**src/rtl/sram_arbiter.sv**
```systemverilog
// -----------------------------------------------------------------------------
// sram_arbiter
//
// Controller for the single-port unified SRAM. It is shared by the DLX
// instruction-fetch stage and the MEM-stage data port.
//
// Arbitration
//   Both requesters are arbitrated in IDLE. The data port normally wins,
//   because it belongs to the older instruction. A starvation guard hands the
//   next grant to fetch after two back-to-back data grants that were made
//   while fetch was waiting.
//
// Read cycles
//   mem_cs/mem_oe are held for WAIT_CYCLES cycles. mem_dout is captured on the
//   last cycle of that window.
//
// Write cycles
//   mem_cs/mem_we are held for WE_CYCLES cycles. mem_din and mem_addr are
//   stable for the whole window.
//
// Loads
//   Byte and halfword loads are extracted from big-endian lanes and
//   right-justified. They are then zero- or sign-extended.
//
// Stores
//   The SRAM has no byte enables. Byte and halfword stores are therefore done
//   as read-modify-write: RD, then MRG, then WR.
//
// Ports
//   clk, reset_n        : rising-edge clock, async active-low reset
//   i_req/i_addr        : fetch request and byte address (bits [1:0] unused)
//   i_ack/i_rdata       : fetch completion pulse and fetched word
//   d_req/d_we/d_size   : data request, store flag, size (00 B, 01 H, 1x W)
//   d_signed            : sign-extend sub-word loads
//   d_addr/d_wdata      : data byte address and right-justified store data
//   d_ack/d_err/d_rdata : data completion pulse, misalign flag, load result
//   mem_cs/oe/we        : SRAM controls
//   mem_addr/mem_din    : SRAM word address and write data
//   mem_dout            : SRAM read data
//   busy                : controller not in IDLE
// -----------------------------------------------------------------------------
module sram_arbiter #(
    parameter int WAIT_CYCLES = 1,
    parameter int WE_CYCLES   = 1
) (
    input  logic        clk,
    input  logic        reset_n,
    input  logic        i_req,
    input  logic [31:0] i_addr,
    output logic        i_ack,
    output logic [31:0] i_rdata,
    input  logic        d_req,
    input  logic        d_we,
    input  logic [1:0]  d_size,
    input  logic        d_signed,
    input  logic [31:0] d_addr,
    input  logic [31:0] d_wdata,
    output logic        d_ack,
    output logic        d_err,
    output logic [31:0] d_rdata,
    output logic        mem_cs,
    output logic        mem_oe,
    output logic        mem_we,
    output logic [31:0] mem_addr,
    output logic [31:0] mem_din,
    input  logic [31:0] mem_dout,
    output logic        busy
);

    typedef enum logic [2:0] {
        IDLE,
        RD,
        MRG,
        WR,
        DONE
    } state_t;

    localparam int               CNT_W   = 16;
    localparam logic [CNT_W-1:0] RD_LOAD = CNT_W'(WAIT_CYCLES - 1);
    localparam logic [CNT_W-1:0] WR_LOAD = CNT_W'(WE_CYCLES - 1);

    state_t           r_state;
    state_t           w_next;
    logic [CNT_W-1:0] r_cnt;
    logic [1:0]       r_guard;

    // Transaction latched at grant
    logic             r_is_data;
    logic             r_we;
    logic             r_signed;
    logic [1:0]       r_size;
    logic [1:0]       r_off;
    logic [31:0]      r_wdata;

    // Datapath registers
    logic [31:0]      r_rword;
    logic [31:0]      r_mem_addr;
    logic [31:0]      r_mem_din;
    logic [31:0]      r_i_rdata;
    logic [31:0]      r_d_rdata;
    logic             r_d_err;

    logic             w_grant_d;
    logic             w_grant_i;
    logic             w_misalign;
    logic             w_word_store;
    logic             w_cnt_zero;
    logic [7:0]       w_byte;
    logic [15:0]      w_half;
    logic [31:0]      w_load;
    logic [31:0]      w_merged;
    logic             w_unused;

    // Fetch addresses are always word aligned; the low bits carry no meaning.
    assign w_unused = &{1'b0, i_addr[1:0]};

    // Arbitration. Data wins unless fetch has been passed over twice in a row.
    // Size 11 is handled as a word, so testing d_size[1] covers both encodings.
    always_comb begin
        w_grant_d    = d_req && !(i_req && (r_guard == 2'd2));
        w_grant_i    = i_req && !w_grant_d;
        w_misalign   = ((d_size == 2'b01) && d_addr[0]) ||
                       (d_size[1] && (d_addr[1:0] != 2'b00));
        w_word_store = d_we && d_size[1];
        w_cnt_zero   = (r_cnt == '0);
    end

    // State register
    always_ff @(posedge clk or negedge reset_n) begin
        if (!reset_n) begin
            r_state <= IDLE;
        end else begin
            r_state <= w_next;
        end
    end

    // Next-state logic. A store only reaches RD when it is sub-word,
    // because word stores go straight to WR.
    always_comb begin
        w_next = r_state;
        case (r_state)
            IDLE: begin
                if (w_grant_d) begin
                    if (w_misalign) begin
                        w_next = DONE;
                    end else if (w_word_store) begin
                        w_next = WR;
                    end else begin
                        w_next = RD;
                    end
                end else if (w_grant_i) begin
                    w_next = RD;
                end
            end
            RD: begin
                if (w_cnt_zero) begin
                    w_next = r_we ? MRG : DONE;
                end
            end
            MRG: begin
                w_next = WR;
            end
            WR: begin
                if (w_cnt_zero) begin
                    w_next = DONE;
                end
            end
            DONE: begin
                w_next = IDLE;
            end
            default: begin
                w_next = IDLE;
            end
        endcase
    end

    // Wait counter and starvation guard.
    // The counter is loaded on entry to RD/WR and runs down to zero.
    // The guard counts data grants made while fetch was waiting.
    always_ff @(posedge clk or negedge reset_n) begin
        if (!reset_n) begin
            r_cnt   <= '0;
            r_guard <= 2'd0;
        end else begin
            if ((w_next == RD) && (r_state != RD)) begin
                r_cnt <= RD_LOAD;
            end else if ((w_next == WR) && (r_state != WR)) begin
                r_cnt <= WR_LOAD;
            end else if (r_cnt != '0) begin
                r_cnt <= r_cnt - CNT_W'(1);
            end

            if (r_state == IDLE) begin
                if (w_grant_i) begin
                    r_guard <= 2'd0;
                end else if (w_grant_d) begin
                    if (i_req) begin
                        r_guard <= r_guard + 2'd1;
                    end else begin
                        r_guard <= 2'd0;
                    end
                end
            end
        end
    end

    // Latch the winner's request at grant. Requester inputs are not looked
    // at again until the next IDLE.
    always_ff @(posedge clk or negedge reset_n) begin
        if (!reset_n) begin
            r_is_data <= 1'b0;
            r_we      <= 1'b0;
            r_signed  <= 1'b0;
            r_size    <= 2'b00;
            r_off     <= 2'b00;
            r_wdata   <= '0;
        end else if ((r_state == IDLE) && (w_grant_d || w_grant_i)) begin
            r_is_data <= w_grant_d;
            if (w_grant_d) begin
                r_we     <= d_we;
                r_signed <= d_signed;
                r_size   <= d_size;
                r_off    <= d_addr[1:0];
                r_wdata  <= d_wdata;
            end else begin
                r_we     <= 1'b0;
                r_signed <= 1'b0;
                r_size   <= 2'b10;
                r_off    <= 2'b00;
                r_wdata  <= '0;
            end
        end
    end

    // Big-endian lane extraction from the live SRAM data. The result is
    // used on the last RD cycle, when mem_dout is captured.
    always_comb begin
        w_byte = mem_dout[31:24];
        case (r_off)
            2'd0: w_byte = mem_dout[31:24];
            2'd1: w_byte = mem_dout[23:16];
            2'd2: w_byte = mem_dout[15:8];
            2'd3: w_byte = mem_dout[7:0];
        endcase
        w_half = r_off[1] ? mem_dout[15:0] : mem_dout[31:16];
        if (r_size[1]) begin
            w_load = mem_dout;
        end else if (r_size[0]) begin
            w_load = {{16{r_signed & w_half[15]}}, w_half};
        end else begin
            w_load = {{24{r_signed & w_byte[7]}}, w_byte};
        end
    end

    // Read-modify-write merge. The addressed lane of the captured word is
    // replaced by the low byte/half of the store data.
    always_comb begin
        w_merged = r_rword;
        if (r_size[0]) begin
            if (r_off[1]) begin
                w_merged[15:0] = r_wdata[15:0];
            end else begin
                w_merged[31:16] = r_wdata[15:0];
            end
        end else begin
            case (r_off)
                2'd0: w_merged[31:24] = r_wdata[7:0];
                2'd1: w_merged[23:16] = r_wdata[7:0];
                2'd2: w_merged[15:8]  = r_wdata[7:0];
                2'd3: w_merged[7:0]   = r_wdata[7:0];
            endcase
        end
    end

    // SRAM address/data registers and the results held for each port.
    // mem_addr/mem_din are zero outside an access. They hold steady across
    // RD, MRG and WR. Results change only on an ack to their own port.
    always_ff @(posedge clk or negedge reset_n) begin
        if (!reset_n) begin
            r_rword    <= '0;
            r_mem_addr <= '0;
            r_mem_din  <= '0;
            r_i_rdata  <= '0;
            r_d_rdata  <= '0;
            r_d_err    <= 1'b0;
        end else begin
            if (r_state == IDLE) begin
                if ((w_next == RD) || (w_next == WR)) begin
                    r_mem_addr <= w_grant_d ? {d_addr[31:2], 2'b00}
                                            : {i_addr[31:2], 2'b00};
                end else begin
                    r_mem_addr <= '0;
                end
            end else if (w_next == DONE) begin
                r_mem_addr <= '0;
            end

            if ((r_state == IDLE) && (w_next == WR)) begin
                r_mem_din <= d_wdata;
            end else if (r_state == MRG) begin
                r_mem_din <= w_merged;
            end else if (w_next == DONE) begin
                r_mem_din <= '0;
            end

            if ((r_state == RD) && w_cnt_zero) begin
                r_rword <= mem_dout;
            end

            if ((r_state == IDLE) && w_grant_d && w_misalign) begin
                r_d_err   <= 1'b1;
                r_d_rdata <= '0;
            end else if ((w_next == DONE) && (r_state != IDLE)) begin
                if (r_is_data) begin
                    r_d_err   <= 1'b0;
                    r_d_rdata <= (r_state == RD) ? w_load : '0;
                end else begin
                    r_i_rdata <= mem_dout;
                end
            end
        end
    end

    // Outputs. Controls decode directly from the state register, so a reset
    // drops mem_we at once.
    always_comb begin
        busy     = (r_state != IDLE);
        i_ack    = (r_state == DONE) && !r_is_data;
        d_ack    = (r_state == DONE) && r_is_data;
        mem_cs   = (r_state == RD) || (r_state == WR);
        mem_oe   = (r_state == RD);
        mem_we   = (r_state == WR);
        mem_addr = r_mem_addr;
        mem_din  = r_mem_din;
        i_rdata  = r_i_rdata;
        d_rdata  = r_d_rdata;
        d_err    = r_d_err;
    end

endmodule

```
**config.mk**
```make
export PLATFORM = sky130hd
export DESIGN_NAME = sram_arbiter
export DESIGN_NICKNAME = d
export VERILOG_FILES = /design/src/rtl/sram_arbiter.sv
export SDC_FILE = /design/constraint.sdc
export NUM_CORES = 1
export LEC_CHECK = 0
export ABC_CLOCK_PERIOD_IN_PS = 2700
export BUFFER_PORTS_ARGS = -buffer_cell sky130_fd_sc_hd__buf_2
export CAP_MARGIN = 0
export CORE_UTILIZATION = 50
export CTS_CLUSTER_DIAMETER = 30
export CTS_CLUSTER_SIZE = 28
export DETAILED_ROUTE_END_ITERATION = 8
export GPL_TIMING_DRIVEN = 0
export PLACE_DENSITY = 0.79
export SKIP_LAST_GASP = 1
export SLEW_MARGIN = 0
export SYNTH_ARGS = -nofsm -noshare
export SYNTH_HDL_FRONTEND = slang
export SYNTH_SLANG_ARGS = --single-unit
```
**constraint.sdc**
```tcl
create_clock -name clk -period 2.7 [get_ports clk]
set_input_delay 0.54 -clock clk [delete_from_list [all_inputs] [get_ports clk]]
set_output_delay 0.54 -clock clk [all_outputs]
set_load 0.05 [all_outputs]
```
==> run metrics <==
number of primary I/O pins=between 200 and 300; Maximum Capacitance Violations=0; DRC viols=0; count leader, synth=sky130_fd_sc_hd__dfrtp_1; area of the die=between 0.015 and 0.02 mm2; first-pass GRT wire length=~46 mm; unrepaired setup endpoints after global routing=false; commonest register cell after synthesis=sky130_fd_sc_hd__dfrtp_1; critical path arrival=between 2000 and 2500 ps; warning count from the yosys run=0; placeable core region=between 0.015 and 0.02 mm2; Worst Clk Skew=around 21 ps; setup slack of the most critical reg-to-reg path=between 100 and 150 ps; minimum period implied by the final worst setup slack=about 2600 ps; static leakage=between 6 and 7 nW; largest net degree at the start of global routing=between 100 and 150; max-slew headroom at the worst pin=0.5258; Area Overhead vs Synth=32.11%; Clock H-tree levels=2; CTS tree=yes; largest area contributor in the synthesized netlist=sky130_fd_sc_hd__dfrtp_1; sum of overflow across all layers after global routing=0; synthesized area per cell=between 10 and 15 um2; critical path peak fanout=10; cell row count=between 40 and 50; chip height=approximately 140 um; achievable clock frequency=0.3820 GHz; worst IR drop on VDD=a little over 900 uV; share of the yosys chip area belonging to registers=0.5358; proportion of register bits with asynchronous set or reset after synthesis=1.000; length of the first detailed-routing pass in iterations=6; total clock sinks=slightly above 200; wire length per cell after detailed routing=20.67 um; kind of start point of the critical path=register; horizontal die dimension=about 140 um; R2R depth=8; share of cells above drive strength 1=0.3480; register bit total from synthesis=203; largest cells by area after synthesis=sky130_fd_sc_hd__dfrtp_1 54%, sky130_fd_sc_hd__mux2_2 5.6%, sky130_fd_sc_hd__a22o_1 4.8%; number of setup violations in the final report=0; clock edge transition at the registers on the reported setup and hold paths=around 40 ps; total routing usage reported by global routing=0.3066; share of Yosys cell area claimed by the top area cell type=0.5358; Clock Root Buffer=sky130_fd_sc_hd__clkbuf_16; post-route worst hold slack=about 60 ps; Nets=1319; maximum clock path buffer count=3; PD cells=1526 mW/mm2; number of flops mapped to enable cells by yosys=0; post-detailed-routing wire length=roughly 30 mm; number of antenna-violating nets in the routed design=0; Synth top cells by count=203 x sky130_fd_sc_hd__dfrtp_1, 93 x sky130_fd_sc_hd__nand2_1, 58 x sky130_fd_sc_hd__nor2_1, 52 x sky130_fd_sc_hd__a22o_1, 49 x sky130_fd_sc_hd__a21oi_1; gpl congestion=between 0.9 and 1; Avg Vias per Cell=~6; number of buffers added by the clock tree synthesis step=40; cell count after synthesis=between 800 and 900; HP Class=in2async; via count of the first global-routing pass=~8500; share of the clock period used by the worst path=0.9695; PortBufs=266; result of the run=complete, no violations; clock network latency to the later pin of the worst-skew pair=between 500 and 600 ps; synthesized cell area=~0.0095 mm2; kind of critical path=reg2out; HPWL after detailed placement=between 20 and 25 mm; CP required=approximately 2200 ps; total negative slack=0 ps; pins over their slew limit=0; number of library cell types mapped by synthesis=62; number of antenna violations at the first check in global routing=1; kind of end point of the critical path=output port; cts-stage hold buffer count=0; vias after detailed routing=8576; number of violations reported at the end of detailed-routing iteration 0=between 700 and 800; Hold Fails Final Rpt=0; slew of the pin with the lowest slew margin=just over 700 ps; initial core utilization=0.5189
==> worst max-delay path, cell delays in order (launching register included) <==
cell and delay (ps):
sky130_fd_sc_hd__dfrtp_1 360, sky130_fd_sc_hd__clkbuf_1 210, sky130_fd_sc_hd__or3b_4 460, sky130_fd_sc_hd__inv_1 90, sky130_fd_sc_hd__clkbuf_4 220, sky130_fd_sc_hd__buf_4 220
==> cell families (layout without fill, tap and decap cells) <==
logic type / count (synthesis) / in the layout / share of synthesized area
and+or+nand+nor: 223 / 223 / 0.1152
DFF: 203 / 203 / 0.5358
xor gates and xnor gates: 9 / 9 / 0.008315
muxes: 91 / 91 / 0.1025
other: 1 / 3 / 0.0003956
adders and majority gates: 2 / 2 / 0.002639
buffers and inverters: 93 / 429 / 0.04210
AOI/OAI and AO/OA: 248 / 248 / 0.1930
==> flip-flops by register name, summed over array words and instances, names as in the netlist <==
signal	cells
r_cnt	16
r_wdata	16
r_size	2
r_guard	2
i_rdata	32
r_is_data	1
mem_addr	30
r_off	2
r_rword	32
r_state	3
d_err	1
d_rdata	32
r_we	1
mem_din	32
r_signed	1
==> final timing paths <==
check,end,startpoint
min,r_guard[1],reset_n
max reg2reg,i_rdata[28],r_cnt[0]
min reg2reg,d_err,d_err
min in group clk,mem_din[20],d_wdata[20]
max in group asynchronous,d_rdata[1],reset_n
max,mem_oe,r_state[2]
==> metal layers <==
layer  wire (um)  GRT usage  up-vias
li1            -          -     3838
met4        1207     0.1388        0
met5           0          0        -
met3        2706    0.06951       83
met1       12090     0.4063     4183
met2       13690     0.4816      472
==> report_power, final <==
part           internal (W)  switching, W
Combinational       0.00255       0.00638
Sequential          0.00437      0.000909
Clock               0.00334       0.00156
==> stage by stage <==
step	std cells	cell area [um2]	util	power [W]	worst slack (ps)
2_1_floorplan	871	9490	-	0.01164	6.192
3_3_place_gp	1366	11110	0.6080	0.01389	-2216
3_5_place_dp	1367	11150	0.6101	0.01404	54.75
4_1_cts	1436	12500	0.6844	0.01905	-2.687
5_1_grt	1437	12520	0.6855	0.01996	28.42
6_report	1437	12520	0.6855	0.01911	82.36
==> placed cells by master, fill, tap and decap left out, types with 6 or more instances in the layout <==
cell | Yosys | final
sky130_fd_sc_hd__nand2_1 | 93 | 93
sky130_fd_sc_hd__nand3_1 | 13 | 13
sky130_fd_sc_hd__buf_4 | 7 | 10
sky130_fd_sc_hd__mux2i_1 | 42 | 42
sky130_fd_sc_hd__buf_2 | 13 | 277
sky130_fd_sc_hd__o21ai_0 | 38 | 38
sky130_fd_sc_hd__xor2_1 | 6 | 6
sky130_fd_sc_hd__nor3_1 | 14 | 14
sky130_fd_sc_hd__a21oi_1 | 49 | 49
sky130_fd_sc_hd__clkbuf_1 | 42 | 45
sky130_fd_sc_hd__mux2_2 | 47 | 47
sky130_fd_sc_hd__o2bb2ai_1 | 30 | 30
sky130_fd_sc_hd__a22o_1 | 52 | 52
sky130_fd_sc_hd__a31oi_1 | 16 | 16
sky130_fd_sc_hd__a221o_1 | 16 | 16
sky130_fd_sc_hd__o221ai_1 | 20 | 20
sky130_fd_sc_hd__a222oi_1 | 6 | 6
sky130_fd_sc_hd__dfrtp_1 | 203 | 203
sky130_fd_sc_hd__nor2_1 | 58 | 58
sky130_fd_sc_hd__clkbuf_16 | 0 | 41
sky130_fd_sc_hd__inv_1 | 24 | 24
==> repair_timing <==
action                     CTS  global route
pin swaps                    1             0
gates resized for setup      3             3
setup endpoints to repair    5            13
buffers inserted             2             0
==> layout make-up <==
| type | instances | area, um2 |
|---|---|---|
| Antenna cell | 1 | 2.502 |
| Buffer | 67 | 305.3 |
| Clock buffer | 50 | 1100 |
| Clock inverter | 18 | 241.5 |
| Fill cell | 1350 | 5746 |
| Inverter | 25 | 93.84 |
| Multi-Input combinational cell | 575 | 4029 |
| Sequential cell | 203 | 5080 |
| Tap cell | 229 | 286.5 |
| Timing Repair Buffer | 269 | 1386 |
Note: power is estimated with default switching activity, not from simulation.
